### src/rtl/uart_tx.sv
// 8N1 UART transmitter: one start bit, eight data bits LSB first, one stop bit,
// each held for BAUD_DIV clock cycles. out[15] flags that a new byte can be loaded.
module uart_tx #(
    parameter int BAUD_DIV = 216
) (
    input  logic        clk,
    input  logic        reset,
    input  logic        load,
    input  logic [15:0] in,
    output logic        TX,
    output logic [15:0] out
);

    localparam logic [15:0] BAUD_LAST = 16'(BAUD_DIV - 1);

    typedef enum logic [1:0] {
        IDLE  = 2'd0,
        START = 2'd1,
        DATA  = 2'd2,
        STOP  = 2'd3
    } state_t;

    state_t      state_r;
    state_t      state_s;
    logic [15:0] baud_r;
    logic [2:0]  bit_idx_r;
    logic [7:0]  shreg_r;
    logic [7:0]  shreg_s;
    logic        tx_r;
    logic        tx_s;
    logic        bit_end_s;
    logic        unused_s;

    assign bit_end_s = (baud_r == BAUD_LAST);
    // The upper input byte carries no meaning for this block.
    assign unused_s  = ^in[15:8];
    assign TX        = tx_r;

    // State register
    always_ff @(posedge clk or posedge reset) begin
        if (reset) begin
            state_r <= IDLE;
        end else begin
            state_r <= state_s;
        end
    end

    // Next-state logic
    always_comb begin
        state_s = state_r;
        case (state_r)
            IDLE: begin
                if (load) state_s = START;
                else      state_s = IDLE;
            end
            START: begin
                if (bit_end_s) state_s = DATA;
                else           state_s = START;
            end
            DATA: begin
                if (bit_end_s && (bit_idx_r == 3'd7)) state_s = STOP;
                else                                  state_s = DATA;
            end
            STOP: begin
                if (bit_end_s) state_s = IDLE;
                else           state_s = STOP;
            end
            default: state_s = IDLE;
        endcase
    end

    // Shift register next value: capture on accept, shift at each data bit end
    always_comb begin
        shreg_s = shreg_r;
        if ((state_r == IDLE) && load) begin
            shreg_s = in[7:0];
        end else if ((state_r == DATA) && bit_end_s) begin
            shreg_s = {1'b0, shreg_r[7:1]};
        end else begin
            shreg_s = shreg_r;
        end
    end

    // Output decode: ready flag from current state, line level for the next cycle
    always_comb begin
        out  = 16'h0000;
        tx_s = 1'b1;
        if (state_r == IDLE) out = 16'h8000;
        else                 out = 16'h0000;
        case (state_s)
            IDLE:    tx_s = 1'b1;
            START:   tx_s = 1'b0;
            DATA:    tx_s = shreg_s[0];
            STOP:    tx_s = 1'b1;
            default: tx_s = 1'b1;
        endcase
    end

    // Datapath registers: line driver, baud counter, bit index, shift register
    always_ff @(posedge clk or posedge reset) begin
        if (reset) begin
            tx_r      <= 1'b1;
            baud_r    <= 16'd0;
            bit_idx_r <= 3'd0;
            shreg_r   <= 8'd0;
        end else begin
            tx_r    <= tx_s;
            shreg_r <= shreg_s;
            if ((state_r == IDLE) || bit_end_s) begin
                baud_r <= 16'd0;
            end else begin
                baud_r <= baud_r + 16'd1;
            end
            if ((state_r == DATA) && bit_end_s) begin
                bit_idx_r <= bit_idx_r + 3'd1;
            end else if (state_r == START) begin
                bit_idx_r <= 3'd0;
            end else begin
                bit_idx_r <= bit_idx_r;
            end
        end
    end

endmodule

### config.mk
export PLATFORM = sky130hd
export DESIGN_NAME = uart_tx
export DESIGN_NICKNAME = d
export VERILOG_FILES = /design/src/rtl/uart_tx.sv
export SDC_FILE = /design/constraint.sdc
export NUM_CORES = 1
export LEC_CHECK = 0
export CAP_MARGIN = 10
export CORE_ASPECT_RATIO = 1.2
export CORE_MARGIN = 8
export CORE_UTILIZATION = 50
export CTS_BUF_LIST = sky130_fd_sc_hd__clkbuf_16
export DETAILED_ROUTE_END_ITERATION = 12
export GPL_ROUTABILITY_DRIVEN = 0
export PLACE_DENSITY_LB_ADDON = 0.2
export SYNTH_ARGS = -nofsm -noshare
export SYNTH_HDL_FRONTEND = slang
export SYNTH_SLANG_ARGS = --single-unit
### constraint.sdc
create_clock -name clk -period 2.6 [get_ports clk]
set_input_delay 0.52 -clock clk [delete_from_list [all_inputs] [get_ports clk]]
set_output_delay 0.52 -clock clk [all_outputs]
set_load 0.05 [all_outputs]
# After elaboration in Yosys (flattened, before gate mapping)
# Cells that the tools add are included.
# op_classes
addsub	2
multipliers	0
div_mod_pow	0
n_lt_le_gt_ge	0
eq_ne	8
shifts	0
n_mux	12
bitwise	0
reduce_logical	9
# ops
operator	n
16-bit 2-to-1 mux	2
16-bit by 1-bit adder with 16-bit output (second input constant)	1
16-bit by 8-bit == test with 1-bit output (second input constant)	1
8-bit 2-to-1 mux	2
2-bit == test (second input constant)	4
2-bit one-hot mux with 4 select lines	1
3-bit 2-to-1 mux	2
2-bit by 1-bit == test with 1-bit output (second input constant)	2
2-bit logical NOT	2
2-bit 2-to-1 mux	2
2-bit nonzero test	2
3-bit by 1-bit adder with 3-bit output (second input constant)	1
3-bit == test (second input constant)	1
1-bit logical AND	3
1-bit one-hot mux with 3 select lines	1
1-bit 2-to-1 mux	2
2-bit OR reduction	1
1-bit logical OR	1
# totals
ff_bits	30
latch_bits	0
mem_bits_rw	0
romBits	0
in_bits	19
output_inout_bits	17
elab_cells	37
memories	0

# Logic depth before layout (Yosys ltp)
# Gate-level depths: netlist of the first run.
# logic_depth
depth_word	7
depth_mapped	11
depth_no_buf	9

# Worst setup path before layout of the first run
# Ideal clock, no wire load.
# synth_path
path_kind	reg-to-reg
from	register baud_r[0]
to	register tx_r (netlist: TX)
setup_time_ns	0.096
arrival_time_ns	2.033
required_time_ns	2.504
slack_ns	0.472
stages_incl_launch_ff	12
path_buffers	2
synth_period_minus_slack_ns	2.128
cell_sequence	dfrtp_1 ha_1 buf_2 nor4b_4 and4_1 buf_6 nand2_2 and2_1 ha_1 nor2b_1 o21ai_0 o32ai_1
# synth_via
elab_chain_cells	7
word_cells_on_any_way	15
classes_between	4 x eq/ne; 7 x mux; 4 x reduce/logical
# synth_lines
item	line_no	text
start, declared	25	logic [15:0] baud_r;
start signal, assigned	112	baud_r <= baud_r + 16'd1;
16-bit by 8-bit == test with 1-bit output *	34	assign bit_end_s = (baud_r == BAUD_LAST);
1-bit logical AND	61	if (bit_end_s && (bit_idx_r == 3'd7)) state_s = STOP;
1-bit 2-to-1 mux	61	
2-bit one-hot mux with 4 select lines *	51	case (state_r)
named net state_s[0]	24	state_t state_s;
2-bit == test or 2-bit logical NOT (tied branches)	90	case (state_s)
2-bit OR reduction (no source line)	--	
1-bit one-hot mux with 3 select lines *	90	
named net tx_s	30	logic tx_s;
end signal, assigned	107	tx_r <= tx_s;
end, declared	29	logic tx_r;
# Mark *: on every way through the listed nets, which the timed path passes. The rest lies on a longest branch. The select of a mux whose other input is x is not followed.
# A chain may end at the register's enable or synchronous reset.

# Worst setup path in the final report of the first run
# layout_path
from	register state_r[0]
to	output out[15]
# layout_via
elab_chain_cells	2
# layout_lines
item	line_no	text
start, declared	23	state_t state_r;
start signal, assigned	44	state_r <= state_s;
2-bit logical NOT	88	if (state_r == IDLE) out = 16'h8000;
16-bit 2-to-1 mux	88	
end, declared	11	output logic [15:0] out
# No other way between the ends.

==> flow_summary.ini, run 1 <==
[status]
outcome = finished, final reports clean

[clocking]
cts_buffers = 5
clkSinkCount = 30
insertion_delay_ns = 0.27
cts_tree = done
cts_max_path_buffers = 2
hold_buffers = 0
clk_pin_slew_ns = 0.05
post_cts_buffers = 0
ctsResizeCount = 0
htreeDepth = 2
cts_root_buf = clkbuf_16

[timing]
tightest_slew_ns = 0.596
finalCriticalPeriod_ns = 2.37
worst_slack_ns = 0.227
hold_violations = 0
setup_viol = 0
fin_crit_sh_pct = 91.3
clock_skew_ns = 0.00736
rsz0062_at_grt = false
fin_tns_setup_ns = 0
clock.fmax_mhz = 421
slew_viol_final = 0
slew-limit-headroom_pct = 60.3

[power]
p_leak_nw = 0.843
total_power_mw = 1.39
power.density_nw_per_um2 = 718
vdd.ir_drop.worst_mv = 0.631

[setup_path]
path_cells = nor2_2 -> clkdlybuf4s50_1
r2r_setup_slack_ns = 0.32
cp_max_fo = 11
crit_path_max_incr_delay_ns = 0.84
crit_path_end_kind = output port
cp_slowest_cell = clkdlybuf4s50_1
cp.required_ns = 2.08
startpoint_type = register
path_class = reg -> out
path_delay_family = buffers and inverters
crit_buf_inv = 1
critPathArrivalTime_ns = 1.85

[yosys]
yosysTopAreaCell = dfrtp_1
synth_area_leaders = dfrtp_1 42%, buf_4 7.4%, xor2_1 6.1%, nor2_1 5.7%, ha_1 3.6%
synth_edf_count = 0
avgSynthCellArea_um2 = 9.33
synth-async-reset-ratio_pct = 100
synthFlopType = dfrtp_1
ys_ff_latch = 30
syn-instance-count = 184
yosysWarnings = 0
ys_top_cells_by_count = 29 x dfrtp_1, 26 x nor2_1, 17 x buf_4, 12 x xor2_1, 10 x o21ai_0
synth.cell_area_um2 = 1720
synth_top_area_share_pct = 42.3
synth.distinct_cells = 36
ys_seq_area_share_pct = 43.8
yosysMostFrequentCell = dfrtp_1

[floorplanning]
die_h_um = 80.2
die_w_um = 69.5
initial_core_util_pct = 51.9
core_area_um2 = 3310
dieArea_um2 = 5570
pin_count = 36
num_rows = 23

[drt]
drc = 0
first_pass_iters = 4
avgViaCountPerCell = 5.40
routedWlPerCell_um = 14.6
num_vias = 1270
first_iter_violations = 100
wirelength_um = 3430
ant_nets = 0

[grt]
antenna_found_initial = 0
grt_max_degree = 31
grt_pass1_vias = 1307
grt_first_pass_wirelength_um = 5980
grtUsageTotal_pct = 13.0
grt-ovfl-total = 0

[final_layout]
nFillCells = 308
area.growth.synth_to_final_pct = 12.8
nets = 221
multi_input_area_um2 = 820
drive_gt1_share_pct = 9.09
diodes = 0
regArea_um2 = 752

[placement]
dpl.hpwl_um = 2580
io_buffers = 12
post-place-ws_ns = 0.308

[hold_path]
hold_class = reg -> reg

[run]
drv_cap = 0
-- layer usage --
metal	routed length (um)	up-vias	track usage [%]	share of wire [%]
li1	-	628	-	-
met1	1390	618	13.6	40
met2	1880	20	23.8	55
met3	126	4	3.57	3.7
met4	37	0	5.95	1.1
met5	0	-	0	0
-- cells by family (layout without fill, tap and decap cells) --
family | count (synthesis) | count (layout) | share of synthesized area [%]
AO/OA/AOI/OAI | 30 | 30 | 10.6
XOR/XNOR | 15 | 15 | 7.65
adder cells (fa/ha/maj) | 5 | 5 | 3.64
buffers and inverters | 31 | 31 | 11.5
flip-flops | 30 | 30 | 43.8
multiplexers | 1 | 1 | 0.656
other | 1 | 15 | 0.218
AND/OR/NAND/NOR | 71 | 71 | 21.9
-- flip-flops by register name (all words and copies together), names as in the netlist --
signal	cells
bit_idx_r	3
shreg_r	8
TX	1
state_r	2
baud_r	16
-- layout by cell type (no fill, tap or decap), drive strengths merged --
cell type | netlist | routed
clkinv | 0 | 2
a2bb2oi | 2 | 2
clkdlybuf4s50 | 0 | 12
nor3 | 3 | 3
a31oi | 6 | 6
nand2b | 1 | 1
conb | 1 | 15
nand4 | 7 | 7
dfstp | 1 | 1
inv | 7 | 7
buf | 21 | 4
nand2 | 10 | 10
nor2 | 27 | 27
dfrtp | 29 | 29
and4 | 5 | 5
o21ai | 12 | 12
and2 | 4 | 4
nor4b | 1 | 1
mux2 | 1 | 1
a21oi | 5 | 5
clkinvlp | 0 | 1
nor2b | 1 | 1
ha | 5 | 5
xnor2 | 3 | 3
a211oi | 1 | 1
nor3b | 1 | 1
nor4 | 2 | 2
xor2 | 12 | 12
nand3 | 7 | 7
o22ai | 3 | 3
and3 | 2 | 2
o32ai | 1 | 1
clkbuf | 3 | 5
-- report_power, final --
group          internal [mW]  total, mW  switching, mW
combinational         0.0899      0.237          0.147
sequential             0.537      0.609         0.0716
clock                  0.348      0.546          0.197
total                  0.975       1.39          0.416
-- per-stage QoR --
step                      util, %  area (um^2)  hold slack, ns  cells
after floorplan                 -         1770           0.423    198
after global placement       54.2         1790           0.437    227
after detailed placement     54.2         1790           0.450    227
after CTS                    58.5         1940           0.457    235
after global routing         58.5         1940           0.478    235
final                        58.5         1940           0.463    235
-- path summary, 6_finish.rpt --
check                                           from  cells after the start                      to
worst max-delay path            state_r[0]$_DFF_PP0_                      2                 out[15]
worst min-delay path             baud_r[0]$_DFF_PP0_                      1     baud_r[0]$_DFF_PP0_
worst max register to register   baud_r[0]$_DFF_PP0_                      9            TX$_DFF_PP1_
worst min register to register   baud_r[0]$_DFF_PP0_                      1     baud_r[0]$_DFF_PP0_
max in group asynchronous                      reset                      3            TX$_DFF_PP1_
min in group asynchronous                      reset                      3  shreg_r[6]$_DFFE_PP0P_
-- area by class of cell --
cell class / count / share of cell area [%]
Tap cell: 37 / 2.39
Timing Repair Buffer: 16 / 7.76
Inverter: 7 / 1.36
Clock buffer: 5 / 6.46
Sequential cell: 30 / 38.8
Clock inverter: 3 / 0.840
Multi-Input combinational cell: 137 / 42.3
Power figures use the tool's default switching activity.
==> run 2, diff against run 1 <==
Settings changed: CAP_MARGIN 10 to 20, HOLD_SLACK_MARGIN set to 0.12, TNS_END_PERCENT set to 20.
==> results of run 2 <==
Same layout as run 1: the final DEF is identical, and so are final timing and power.
